## config.mk

```make
export PLATFORM = sky130hd
export DESIGN_NAME = stack_sequencer
export DESIGN_NICKNAME = d
export VERILOG_FILES = /design/src/rtl/stack_pkg.sv /design/src/rtl/stack_port_mux.sv /design/src/rtl/stack_sequencer.sv
export SDC_FILE = /design/constraint.sdc
export NUM_CORES = 1
export LEC_CHECK = 0
export BUFFER_PORTS_ARGS = -buffer_cell sky130_fd_sc_hd__buf_2
export CAP_MARGIN = 25
export CORE_ASPECT_RATIO = 2
export CORE_MARGIN = 2
export CORE_UTILIZATION = 32
export CTS_CLUSTER_DIAMETER = 60
export CTS_CLUSTER_SIZE = 24
export DETAILED_ROUTE_END_ITERATION = 12
export PLACE_DENSITY = 0.57
export REMOVE_ABC_BUFFERS = 1
export SLEW_MARGIN = 20
export SYNTH_ARGS = -nofsm -noshare
export SYNTH_HDL_FRONTEND = slang
export SYNTH_HIERARCHICAL = 1
export SYNTH_SLANG_ARGS = --single-unit
```

## constraint.sdc

```tcl
create_clock -name clk -period 4.45 [get_ports clk]
set_clock_uncertainty 0.05 [all_clocks]
set_input_delay 0.6675 -clock clk [delete_from_list [all_inputs] [get_ports clk]]
set_output_delay 0.6675 -clock clk [all_outputs]
set_load 0.05 [all_outputs]
```

## src/rtl/stack_pkg.sv

```systemverilog
// Shared definitions for the stack-machine sequencer: instruction fields, opcodes,
// ALU bus codes and FSM state encodings.
package stack_pkg;

   localparam int OPC_W = 4;

   localparam logic [3:0] OP_NOP   = 4'd0;
   localparam logic [3:0] OP_PUSHI = 4'd1;
   localparam logic [3:0] OP_ADD   = 4'd2;
   localparam logic [3:0] OP_SUB   = 4'd3;
   localparam logic [3:0] OP_POP   = 4'd4;
   localparam logic [3:0] OP_JMP   = 4'd5;
   localparam logic [3:0] OP_JZ    = 4'd6;
   localparam logic [3:0] OP_JS    = 4'd7;
   localparam logic [3:0] OP_HALT  = 4'd8;

   localparam logic [3:0] CB_ADD  = 4'b0111;
   localparam logic [3:0] CB_SUB  = 4'b0110;
   localparam logic [3:0] CB_NONE = 4'b0000;

   // Last watchdog count before ALU_WAIT gives up (count 0 is the first wait cycle).
   localparam logic [4:0] WD_LAST = 5'd30;

   typedef enum logic [2:0] {
      ST_IDLE     = 3'd0,
      ST_FETCH    = 3'd1,
      ST_EXEC     = 3'd2,
      ST_ALU_WAIT = 3'd3,
      ST_HALTED   = 3'd4,
      ST_ERROR    = 3'd5
   } state_e;

endpackage

```

## src/rtl/stack_port_mux.sv

```systemverilog
// Owner-select mux for the single stack port; ALU-side inputs may float when the
// ALU is idle, so anything not a solid 1 is cleaned to 0.
module stack_port_mux
   import stack_pkg::*;
#(
   parameter int DATA_LEN = 8
) (
   input  logic                alu_owns,
   input  logic                seq_push,
   input  logic                seq_pop,
   input  logic [DATA_LEN-1:0] seq_data,
   input  logic                alu_push,
   input  logic                alu_pop,
   input  logic [DATA_LEN-1:0] alu_data,
   output logic                stk_push,
   output logic                stk_pop,
   output logic [DATA_LEN-1:0] stk_data,
   output logic                alu_push_clean
);

   logic                alu_pop_clean;
   logic [DATA_LEN-1:0] alu_data_clean;

   always_comb begin
      alu_push_clean = (alu_push === 1'b1);
      alu_pop_clean  = (alu_pop === 1'b1);
      alu_data_clean = '0;
      for (int i = 0; i < DATA_LEN; i++) begin
         alu_data_clean[i] = (alu_data[i] === 1'b1);
      end
      if (alu_owns) begin
         stk_push = alu_push_clean;
         stk_pop  = alu_pop_clean;
         stk_data = alu_data_clean;
      end else begin
         stk_push = seq_push;
         stk_pop  = seq_pop;
         stk_data = seq_data;
      end
   end

endmodule

```

## src/rtl/stack_sequencer.sv

```systemverilog
// Program sequencer for the stack-machine datapath: fetch/execute FSM, PC, stack depth
// tracking and ALU dispatch. Optional ALU_WAIT watchdog under STACK_SEQ_WATCHDOG_EN.
module stack_sequencer
   import stack_pkg::*;
#(
   parameter int DATA_LEN  = 8,
   parameter int PC_W      = 6,
   parameter int STK_DEPTH = 16,
   localparam int DEPTH_W  = $clog2(STK_DEPTH + 1)
) (
   input  logic                  clk,
   input  logic                  rst,
   input  logic                  start,
   output logic [PC_W-1:0]       imem_addr,
   input  logic [DATA_LEN+3:0]   imem_data,
   output logic [3:0]            alu_control_bus,
   output logic                  alu_en,
   input  logic                  alu_stk_push,
   input  logic                  alu_stk_pop,
   input  logic [DATA_LEN-1:0]   alu_stk_data_in,
   input  logic                  alu_z_flag,
   input  logic                  alu_s_flag,
   output logic                  stk_push,
   output logic                  stk_pop,
   output logic [DATA_LEN-1:0]   stk_data_in,
   output logic                  busy,
   output logic                  halted,
   output logic                  err,
   output logic                  z_flag,
   output logic                  s_flag,
   output logic [2:0]            state_dbg,
   output logic [DEPTH_W-1:0]    depth_dbg
);

   localparam logic [DEPTH_W-1:0] DEPTH_FULL = DEPTH_W'(STK_DEPTH);
   localparam logic [DEPTH_W-1:0] DEPTH_TWO  = DEPTH_W'(2);

   state_e                state;
   logic [PC_W-1:0]       pc;
   logic [DEPTH_W-1:0]    depth;
   logic [OPC_W-1:0]      exec_op;
   logic [PC_W-1:0]       jmp_target;
   logic                  seq_push;
   logic                  seq_pop;
   logic [DATA_LEN-1:0]   seq_data;
   logic                  alu_push_clean;
`ifdef STACK_SEQ_WATCHDOG_EN
   logic [4:0]            wd_cnt;
`endif

   logic [OPC_W-1:0]      fetch_op;
   logic [DATA_LEN-1:0]   fetch_operand;

   assign fetch_op      = imem_data[DATA_LEN+3:DATA_LEN];
   assign fetch_operand = imem_data[DATA_LEN-1:0];
   assign imem_addr     = pc;
   assign state_dbg     = state;
   assign depth_dbg     = depth;

   // ALU handshake: alu_en is a one-cycle request; the ALU owns the stack until it
   // presents its result with alu_stk_push=1, which is accepted in that same cycle.
   stack_port_mux #(.DATA_LEN(DATA_LEN)) u_port_mux (
      .alu_owns       (state == ST_ALU_WAIT),
      .seq_push       (seq_push),
      .seq_pop        (seq_pop),
      .seq_data       (seq_data),
      .alu_push       (alu_stk_push),
      .alu_pop        (alu_stk_pop),
      .alu_data       (alu_stk_data_in),
      .stk_push       (stk_push),
      .stk_pop        (stk_pop),
      .stk_data       (stk_data_in),
      .alu_push_clean (alu_push_clean)
   );

   always_ff @(posedge clk) begin
      if (rst) begin
         state           <= ST_IDLE;
         pc              <= '0;
         depth           <= '0;
         exec_op         <= OP_NOP;
         jmp_target      <= '0;
         seq_push        <= 1'b0;
         seq_pop         <= 1'b0;
         seq_data        <= '0;
         alu_en          <= 1'b0;
         alu_control_bus <= CB_NONE;
         busy            <= 1'b0;
         halted          <= 1'b0;
         err             <= 1'b0;
         z_flag          <= 1'b0;
         s_flag          <= 1'b0;
`ifdef STACK_SEQ_WATCHDOG_EN
         wd_cnt          <= '0;
`endif
      end else begin
         case (state)
            ST_IDLE, ST_HALTED, ST_ERROR: begin
               if (start) begin
                  pc     <= '0;
                  depth  <= '0;
                  z_flag <= 1'b0;
                  s_flag <= 1'b0;
                  busy   <= 1'b1;
                  halted <= 1'b0;
                  err    <= 1'b0;
                  state  <= ST_FETCH;
               end
            end

            // Strobes for EXEC are decided here so they leave the FSM registered.
            ST_FETCH: begin
               exec_op    <= fetch_op;
               jmp_target <= fetch_operand[PC_W-1:0];
               case (fetch_op)
                  OP_PUSHI: begin
                     if (depth != DEPTH_FULL) begin
                        seq_push <= 1'b1;
                        seq_data <= fetch_operand;
                     end
                  end
                  OP_POP: begin
                     if (depth != '0) seq_pop <= 1'b1;
                  end
                  OP_ADD: begin
                     if (depth >= DEPTH_TWO) begin
                        alu_en          <= 1'b1;
                        alu_control_bus <= CB_ADD;
                     end
                  end
                  OP_SUB: begin
                     if (depth >= DEPTH_TWO) begin
                        alu_en          <= 1'b1;
                        alu_control_bus <= CB_SUB;
                     end
                  end
                  default: ;
               endcase
               state <= ST_EXEC;
            end

            ST_EXEC: begin
               seq_push <= 1'b0;
               seq_pop  <= 1'b0;
               seq_data <= '0;
               alu_en   <= 1'b0;
               state    <= ST_FETCH;
               case (exec_op)
                  OP_NOP: pc <= pc + PC_W'(1);
                  OP_PUSHI: begin
                     if (depth == DEPTH_FULL) begin
                        state <= ST_ERROR;
                        busy  <= 1'b0;
                        err   <= 1'b1;
                     end else begin
                        depth <= depth + DEPTH_W'(1);
                        pc    <= pc + PC_W'(1);
                     end
                  end
                  OP_POP: begin
                     if (depth == '0) begin
                        state <= ST_ERROR;
                        busy  <= 1'b0;
                        err   <= 1'b1;
                     end else begin
                        depth <= depth - DEPTH_W'(1);
                        pc    <= pc + PC_W'(1);
                     end
                  end
                  OP_JMP: pc <= jmp_target;
                  OP_JZ:  pc <= z_flag ? jmp_target : pc + PC_W'(1);
                  OP_JS:  pc <= s_flag ? jmp_target : pc + PC_W'(1);
                  OP_ADD, OP_SUB: begin
                     if (depth < DEPTH_TWO) begin
                        state <= ST_ERROR;
                        busy  <= 1'b0;
                        err   <= 1'b1;
                     end else begin
                        state <= ST_ALU_WAIT;
`ifdef STACK_SEQ_WATCHDOG_EN
                        wd_cnt <= '0;
`endif
                     end
                  end
                  OP_HALT: begin
                     state  <= ST_HALTED;
                     busy   <= 1'b0;
                     halted <= 1'b1;
                  end
                  default: begin
                     state <= ST_ERROR;
                     busy  <= 1'b0;
                     err   <= 1'b1;
                  end
               endcase
            end

            // The ALU pops two operands and pushes one result: net depth change -1.
            ST_ALU_WAIT: begin
               if (alu_push_clean) begin
                  z_flag          <= alu_z_flag;
                  s_flag          <= alu_s_flag;
                  depth           <= depth - DEPTH_W'(1);
                  pc              <= pc + PC_W'(1);
                  alu_control_bus <= CB_NONE;
                  state           <= ST_FETCH;
               end
`ifdef STACK_SEQ_WATCHDOG_EN
               else if (wd_cnt == WD_LAST) begin
                  alu_control_bus <= CB_NONE;
                  busy            <= 1'b0;
                  err             <= 1'b1;
                  state           <= ST_ERROR;
               end else begin
                  wd_cnt <= wd_cnt + 5'd1;
               end
`else
               // No watchdog: the ALU may hold the stack for as long as it needs.
`endif
            end

            default: begin
               state <= ST_IDLE;
               busy  <= 1'b0;
            end
         endcase
      end
   end

endmodule

```

==> results.toml, run 1 <==
[clocking]
numCtsBuffers = 5
insertion_delay_ps = 290
clk_path_buf_depth = 2
cts_tree = "done"
cts_hold_buf = 0
cts.sinks = 42
cts_root_buffer = "clkbuf_16"
post_cts_resized = 0
path_clk_slew_ps = 60
postCtsSetupBuffers = 0
cts_max_level = 2

[routing]
initialDrtViolationCount = 148
wl_um = 7400
routed_via_density = 5.41
detail-route-antenna-nets = 0
vias = 2429
wl_per_cell_um = 16.5
drc = 0
dr.pass1.iters = 4

[pwr]
power_switching_uw = 296
clockPowerShare_pct = 38.9
p_seq_share_pct = 42.4
powerDensity_nw_per_um2 = 319
switching_share_pct = 30.4
ir_drop_uv = 144
p_leak_nw = 1.17
comb_power_share_pct = 18.7
p_int_uw = 676

[place]
dp_hpwl_um = 5610
place_congestion = 0.863
port_buffers = 59
dpl.cell_count = 441

[synth]
synthTopCellsByArea = "dfxtp_1 (32%), a21oi_1 (6.7%), nand2_1 (6.0%)"
yosysTopAreaCellShare_pct = 32.2
ys_ff_latch = 42
synth_top_cell_by_area = "dfxtp_1"
synthDistinctLibCells = 67
yosysSeqAreaShare_pct = 32.2
yosys_warnings = 6
synth_enable_flop_cells = 0
avgSynthCellArea_um2 = 8.42
synthFlopType = "dfxtp_1"
netlist_area_um2 = 2610
synth_commonest_cells = "dfxtp_1 (42), nand2_1 (42), a21oi_1 (35), nand3_1 (19), nor2_1 (17)"
syn_inst = 310
synthArstFlopShare_pct = 0

[timing]
setup_viol = 0
rsz0062_at_grt = "false"
report.final.slew_viol_count = 0
period_share_pct = 71.7
tns_ps = 0
finalHoldViolations = 0
period_minus_slack_ps = 3190
worst_slew_pin_slew_ps = 942
fmax_ghz = 0.313
relSlewSlack_pct = 37.2

[run]
drv_cap = 0

[grt]
gr-max-usage-layer = "met2"
grt_pass1_wl_um = 12100
antenna_found_initial = 0
grt_pass1_vias = 2459
grt.total_usage_pct = 17.9
use_met3_pct = 3.50
use_met1_pct = 17.5
overflow = 0
grt_max_degree = 51
gr-usage-met2_pct = 33.6

[final_layout]
drive_above_1_share_pct = 27.5
fin_cells = 449
utilization_pct = 38.4
nets = 384
synthToLayoutAreaGrowth_pct = 16.7
diodes = 0
fillers = 859

[setup_path]
r2r_cells = 7
end_kind = "output port"
r2r_end = "imem_addr[4]$_SDFFE_PP0P_"
reg2reg_slack_ps = 1960
path_max_fanout = 17
critPathRequiredTime_ps = 3730
crit_path_max_incr_delay_ps = 650
start_kind = "flop"
slowest_stage = "and2_1"
regToRegStartpoint = "depth_dbg[0]$_SDFFE_PP0P_"
worst-setup-path-type = "flop to output port"
path_cells = "and2b_1 -> and2_1 -> mux2_4 -> buf_2"
cp.arrival_ps = 2480

[floorplanning]
row_count = 46
die_w_um = 67.9
coreArea_um2 = 7940
dieArea_um2 = 8940
io_pins = 61
fp.dieH_um = 132
start_util_pct = 32.9

[worst_hold_path]
whs_endpoint = "jmp_target[5]$_SDFFE_PP0P_"
hold_depth = 2
min-delay-start = "jmp_target[5]$_SDFFE_PP0P_"
min_path_type = "flop to flop"

[run_status]
run_status = "complete, no violations"
==> worst max-delay path: cells and delay by family (launching register included) <==
kind                   cells  cell delay, ps
and+or+nand+nor            2             980
DFF                        1             640
muxes                      1             350
buffers and inverters      1             210
==> area by class of cell <==
class / instances / area, µm² / area share, %
clock buffer: 7 / 143 / 4.68
tap: 96 / 120 / 3.94
sequential: 42 / 841 / 27.6
multi-input combinational: 237 / 1610 / 52.9
timing repair buffer: 59 / 295 / 9.69
clock inverter: 1 / 8.76 / 0.287
inverter: 7 / 26.3 / 0.862
==> state kept, by name (all words and copies together), names as in the netlist <==
register,cells
alu_control_bus,2
alu_en,1
busy,1
depth_dbg,5
err,1
exec_op,4
halted,1
imem_addr,6
jmp_target,6
s_flag,1
seq_data,8
seq_pop,1
seq_push,1
state_dbg,3
z_flag,1
==> cells in the final DEF, fill, tap and decap left out, types with 2 or more instances in the layout <==
master / n
buf_2: 59
nand2_1: 42
dfxtp_1: 42
a21oi_1: 35
nand3_1: 19
nor2_1: 17
o21ai_0: 12
nand2b_1: 10
mux2_4: 10
inv_1: 7
nor3_1: 7
nor2b_1: 6
a211oi_1: 5
ha_1: 5
clkbuf_16: 5
nand3b_1: 3
nor3b_1: 3
o32ai_2: 3
or3_1: 3
a31oi_1: 3
o41ai_2: 3
o211ai_1: 3
nor4b_2: 2
mux2i_1: 2
or3b_1: 2
a22oi_1: 2
o311ai_1: 2
o22ai_1: 2
==> worst max-delay path by stage <==
| stage | from | endpoint | cells after the start |
|---|---|---|---|
| final | state_dbg[1]$_SDFFE_PP0P_ | stk_pop | 4 |
| after global placement | state_dbg[1]$_SDFFE_PP0P_ | stk_push | 4 |
| after floorplan | state_dbg[1]$_SDFFE_PP0P_ | stk_data_in[0] | 3 |
| after CTS | state_dbg[1]$_SDFFE_PP0P_ | stk_pop | 4 |
| after detailed placement | state_dbg[1]$_SDFFE_PP0P_ | stk_pop | 4 |
| after global routing | state_dbg[1]$_SDFFE_PP0P_ | stk_pop | 4 |
==> per-layer routing <==
metal / wire length, µm / up-vias
met2: 4350 / 48
li1: - / 1202
met5: 0 / -
met4: 199 / 0
met1: 2620 / 1167
met3: 231 / 12
==> through the flow <==
stage	area, µm²	total power, mW	setup slack [ps]	hold WS [ps]
6_report	3050	0.972	1260	409
5_1_grt	3050	1.01	1110	446
2_1_floorplan	2480	0.540	1650	377
4_1_cts	3050	0.985	1230	410
3_5_place_dp	2900	0.602	1560	401
3_3_place_gp	2900	0.600	1620	403
==> power groups by stage <==
stage	registers [mW]	logic (mW)	clock network, mW
after floorplan	0.434	0.106	0
after global placement	0.420	0.180	0
after detailed placement	0.421	0.182	0
after CTS	0.412	0.182	0.390
after global routing	0.415	0.198	0.400
final	0.412	0.181	0.378
==> logic make-up (layout without fill, tap and decap cells) <==
logic type	after synthesis	after routing	synth area share, %
other	1	1	0.144
XOR/XNOR	1	1	0.335
multiplexers	13	13	6.95
buffers and inverters	31	74	6.04
AND/OR/NAND/NOR	134	134	29.3
flip-flops	42	42	32.2
AO/OA/AOI/OAI	83	83	22.7
adder cells (fa/ha/maj)	5	5	2.40
Power figures use the tool's default switching activity.
==> run 2: changes to the inputs <==
--- a/config.mk
+++ b/config.mk
@@ -5,6 +5,7 @@
 export SDC_FILE = /design/constraint.sdc
 export NUM_CORES = 1
 export LEC_CHECK = 0
+export ABC_AREA = 1
 export BUFFER_PORTS_ARGS = -buffer_cell sky130_fd_sc_hd__buf_2
 export CAP_MARGIN = 25
 export CORE_ASPECT_RATIO = 2
@@ -13,7 +14,7 @@
 export CTS_CLUSTER_DIAMETER = 60
 export CTS_CLUSTER_SIZE = 24
 export DETAILED_ROUTE_END_ITERATION = 12
-export PLACE_DENSITY = 0.57
+export PLACE_DENSITY = 0.59
 export REMOVE_ABC_BUFFERS = 1
 export SLEW_MARGIN = 20
 export SYNTH_ARGS = -nofsm -noshare
==> constraint.sdc (replaced) <==
create_clock -name clk -period 2.85 [get_ports clk]
set_clock_uncertainty 0.05 [all_clocks]
set_input_delay 0.4275 -clock clk [delete_from_list [all_inputs] [get_ports clk]]
set_output_delay 0.4275 -clock clk [all_outputs]
set_load 0.05 [all_outputs]
==> run 2 against run 1 <==
Effect of this change: critical path depth grew 2; power increased by 120%; critical path type unchanged; cell count increased by 19%; via count up 6.5%; sequential cell count unchanged; sequential power is 75% higher; largest cell class unchanged; wire length fell by 8.1%; hold slack worse by 55 ps.
==> results.toml, run 2 <==
[run_status]
run_status = "complete, no violations"

[floorplanning]
io_pins = 61
dieArea_um2 = 8740
fp.dieH_um = 130
coreArea_um2 = 7830
die_w_um = 67.1
row_count = 46
start_util_pct = 32.6

[timing]
finalHoldViolations = 0
fmax_ghz = 0.457
tns_ps = 0
setup_viol = 0
period_share_pct = 76.8
relSlewSlack_pct = 62.1
report.final.slew_viol_count = 0
period_minus_slack_ps = 2190
worst_slew_pin_slew_ps = 564
hold_slack_ps = 354
rsz0062_at_grt = "false"

[grt]
grt_pass1_vias = 2370
antenna_found_initial = 0
grt_max_degree = 31
grt.total_usage_pct = 16.5
overflow = 0
grt_pass1_wl_um = 11100

[clocking]
cts_max_level = 2
clk_path_buf_depth = 2
postCtsSetupBuffers = 0
insertion_delay_ps = 290
cts_hold_buf = 0
post_cts_resized = 0
path_clk_slew_ps = 60
cts_tree = "done"
cts_root_buffer = "clkbuf_16"
cts.sinks = 42
numCtsBuffers = 5

[synth]
netlist_area_um2 = 2550
synthFlopType = "dfxtp_1"
yosysTopAreaCellShare_pct = 33.0
yosys_warnings = 6
syn_inst = 383
avgSynthCellArea_um2 = 6.65
synth_top_cell_by_area = "dfxtp_1"
synthArstFlopShare_pct = 0
synthTopCellsByArea = "dfxtp_1 (33%), nand2_1 (17%), nand3_1 (8.4%)"
synth_commonest_cells = "nand2_1 (113), nand3_1 (43), dfxtp_1 (42), a21oi_1 (41), inv_1 (33)"
synth_enable_flop_cells = 0
synth.most_common_cell = "nand2_1"
yosysSeqAreaShare_pct = 33.0
synthDistinctLibCells = 31
ys_ff_latch = 42

[final_layout]
final_common_cell = "nand2_1"
regMostFlops = "seq_data"
drive_above_1_share_pct = 21.1
fillers = 879
final_area_um2 = 3070
nets = 471
synthToLayoutAreaGrowth_pct = 20.6
seq_area_um2 = 841
largest_reg_flops = 8
fin_cells = 536
multi_input_comb_area_um2 = 1490
diodes = 0
layout_common_cells = "nand2_1 (113), buf_2 (59), nand3_1 (43), dfxtp_1 (42), a21oi_1 (41)"

[pwr]
p_leak_nw = 1.42
powerDensity_nw_per_um2 = 711
ir_drop_uv = 345
total_power_mw = 2.18

[setup_path]
r2r_cells = 7
r2r_end = "seq_data[1]$_SDFFE_PP0P_"
cp.buffers_inverters = 3
regToRegStartpoint = "state_dbg[0]$_SDFFE_PP0P_"
start_kind = "flop"
path_cells = "inv_2 -> nor2_8 -> inv_2 -> nand2_1 -> nand2_1 -> buf_2"
cp.arrival_ps = 1710
reg2reg_slack_ps = 740
slowest_stage = "dfxtp_1"
path_max_fanout = 17
cp_top_family = "buffers and inverters"
crit_path_max_incr_delay_ps = 460
worst-setup-path-type = "flop to output port"
end_kind = "output port"
critPathRequiredTime_ps = 2370

[worst_hold_path]
min-delay-start = "imem_data[4]"
min_path_type = "input port to flop"
whs_endpoint = "jmp_target[4]$_SDFFE_PP0P_"
hold_depth = 3

[place]
placed_area_um2 = 2900
place_congestion = 0.897
dpl.cell_count = 528
port_buffers = 59
dp_hpwl_um = 5190

[routing]
dr.pass1.iters = 4
wl_per_cell_um = 12.7
detail-route-antenna-nets = 0
initialDrtViolationCount = 129
wl_um = 6810
drc = 0
routed_via_density = 4.83
vias = 2588

[run]
drv_cap = 0
[run 2: tightest hold or removal path: stages]
cell and delay [ps]:
buf_2 110, nand2_1 60, a21oi_1 50
[run 2: per-layer routing]
layer	track usage, %	vias up	routed length [µm]
met5	0	-	0
met4	4.68	0	96
met3	2.33	9	339
met2	28.5	84	3350
met1	20.9	1141	3020
li1	-	1354	-
[run 2: cell families (layout without fill, tap and decap cells)]
group | Yosys count | in the layout | share of synthesized area (%)
and+or+nand+nor | 213 | 213 | 39.7
AOI/OAI and AO/OA | 61 | 61 | 12.5
buffers and inverters | 51 | 108 | 8.74
DFF | 42 | 42 | 33.0
xor gates and xnor gates | 10 | 10 | 3.44
adders and majority gates | 5 | 5 | 2.45
other | 1 | 1 | 0.147
[run 2: worst max-delay path by stage]
stage                               end  cells past startpoint                      start
6_report                 stk_data_in[2]                      6  state_dbg[0]$_SDFFE_PP0P_
5_1_grt        seq_data[2]$_SDFFE_PP0P_                      7  state_dbg[0]$_SDFFE_PP0P_
4_1_cts                  stk_data_in[2]                      6  state_dbg[0]$_SDFFE_PP0P_
3_5_place_dp   seq_data[2]$_SDFFE_PP0P_                      7  state_dbg[0]$_SDFFE_PP0P_
3_3_place_gp   seq_data[3]$_SDFFE_PP0P_                      7  state_dbg[0]$_SDFFE_PP0P_
2_1_floorplan  seq_data[0]$_SDFFE_PP0P_                      7  state_dbg[0]$_SDFFE_PP0P_
[run 2: layout make-up]
cell class              instances  area share (%)
multi-input cells             290            48.3
flip-flops and latches         42            27.4
repair buffers                 61            10.1
inverters                      39            4.76
clock buffers                   5            4.07
well taps                      96            3.91
clock inverters                 3            1.47
[run 2: through the flow]
stage	util, %	worst slack [ps]
after floorplan	-	765
final	39.3	662
after CTS	39.3	628
after global placement	37.1	692
after global routing	39.3	458
after detailed placement	37.1	743
[run 2: report_power, final]
part	internal (mW)	switching (mW)	leakage (nW)	total, mW
clock network	0.413	0.246	0.0760	0.659
logic	0.220	0.586	1.00	0.806
registers	0.649	0.0700	0.341	0.719
total	1.28	0.902	1.42	2.18
==> run 3: changes to the inputs <==
==> constraint.sdc (replaced) <==
create_clock -name clk -period 1.95 [get_ports clk]
set_clock_uncertainty 0.05 [all_clocks]
set_input_delay 0.2925 -clock clk [delete_from_list [all_inputs] [get_ports clk]]
set_output_delay 0.2925 -clock clk [all_outputs]
set_load 0.05 [all_outputs]
==> run 3 against run 2 <==
Effect of this change: sequential power grew 43%; core utilization grew 1.5 points; cell area grew 3.7%; wire length grew 5.0%; combinational power grew 56%; register-to-register slack lost 570 ps.
==> results.toml, run 3 (synthesized netlist as in run 2, its figures left out) <==
[timing]
tns_ps = 0
worst_slack_ps = 91.4
rsz0062_at_grt = "false"
setup_viol = 0
period_share_pct = 95.3
report.final.slew_viol_count = 0
fmax_ghz = 0.538
period_minus_slack_ps = 1860
finalHoldViolations = 0

[final_layout]
fin_cells = 550
largest_reg_flops = 8
regMostFlops = "seq_data"
fillers = 881
multi_input_comb_area_um2 = 1490
seq_area_um2 = 842
diodes = 0
layout_common_cells = "nand2_1 (113), buf_2 (53), nand3_1 (43), a21oi_1 (41), dfxtp_1 (41)"
drive_above_1_share_pct = 23.8
nets = 485
final_common_cell = "nand2_1"
utilization_pct = 40.7
synthToLayoutAreaGrowth_pct = 25.1

[clocking]
numCtsBuffers = 5
cts_root_buffer = "clkbuf_16"
clk_path_buf_depth = 2
cts_max_level = 2
insertion_delay_ps = 290
cts.sinks = 42
cts_tree = "done"
path_clk_slew_ps = 70

[place]
dpl.cell_count = 537
dpl_worst_slack_ps = 170
port_buffers = 59
place_congestion = 0.956
dp_hpwl_um = 5410

[routing]
vias = 2700
wl_per_cell_um = 13.0
detail-route-antenna-nets = 0
routed_via_density = 4.91
initialDrtViolationCount = 220
wl_um = 7150
drc = 0
dr.pass1.iters = 4

[grt]
grt_pass1_vias = 2574
antenna_found_initial = 0
overflow = 0
grt_pass1_wl_um = 11900
grt.total_usage_pct = 17.3
grt_max_degree = 31

[setup_path]
critPathRequiredTime_ps = 1610
path_cells = "inv_2 -> nor2_8 -> buf_12 -> nand2_1 -> nand2_1 -> buf_2"
cp.arrival_ps = 1520
start_kind = "flop"
cp_top_family = "buffers and inverters"
regToRegStartpoint = "state_dbg[0]$_SDFFE_PP0P_"
crit_start = "state_dbg[0]$_SDFFE_PP0P_"
crit_path_max_incr_delay_ps = 450
slowest_stage = "dfxtp_1"
crit_top_cell = "nand2_1"
path_max_fanout = 9
end_kind = "output port"
worst-setup-path-type = "flop to output port"
cp.buffers_inverters = 3

[floorplanning]
start_util_pct = 32.6
io_pins = 61
row_count = 46
coreArea_um2 = 7830
dieArea_um2 = 8740
fp.dieH_um = 130
die_w_um = 67.1

[pwr]
powerDensity_nw_per_um2 = 996
p_leak_nw = 1.49
ir_drop_uv = 443
total_power_mw = 3.18

[run_status]
run_status = "complete, no violations"

[worst_hold_path]
min-delay-start = "imem_data[0]"
min_path_type = "input port to flop"

[run]
drv_cap = 0
## run 3: area by class of cell
type / count / share of cell area [%]
multi-input combinational: 290 / 46.6
sequential: 42 / 26.4
timing repair buffer: 75 / 13.9
inverter: 39 / 4.59
clock buffer: 5 / 3.92
tap: 96 / 3.77
clock inverter: 3 / 0.824
## run 3: worst paths after layout
| kind | slack [ps] | endpoint | depth (start not counted) |
|---|---|---|---|
| min reg2reg | 400 | err$_SDFFE_PP0P_ | 2 |
| min | 210 | jmp_target[0]$_SDFFE_PP0P_ | 3 |
| max | 90 | stk_pop | 6 |
| max reg2reg | 170 | depth_dbg[0]$_SDFFE_PP0P_ | 9 |
## run 3: power breakdown
part	leakage (nW)	total [mW]	internal, mW	switching, mW
clock	0.0752	0.877	0.489	0.388
combinational	1.07	1.26	0.378	0.886
sequential	0.341	1.03	0.949	0.0862
## run 3: metal layers
metal / share of wire, % / global-route usage, % / wire length [µm]
met5: 0 / 0 / 0
met4: 2.0 / 4.92 / 144
met3: 5.5 / 2.59 / 395
met2: 49 / 29.8 / 3470
met1: 44 / 22.0 / 3130
## run 3: worst reg2reg max path, cell delays in order (launching register included)
cell and delay, ps:
dfxtp_1 450, inv_2 130, nor2_8 170, buf_4 180, inv_2 70, nand3_2 90, nand2_2 100, nor2_4 200
nand3_1 110, a21oi_1 170
## run 3: metrics by stage
| stage | area, µm² | hold slack, ps |
|---|---|---|
| 2_1_floorplan | 2470 | 312 |
| 3_3_place_gp | 2970 | 382 |
| 3_5_place_dp | 2970 | 389 |
| 4_1_cts | 3150 | 210 |
| 5_1_grt | 3190 | 221 |
| 6_report | 3190 | 211 |
## run 3: repair_timing
item / CTS / global route
setup endpoints to repair: 10 / 11
pin swaps: 1 / 1
buffers inserted: 2 / 3
hold buffers: 0 / 0
resized for setup: 0 / 7
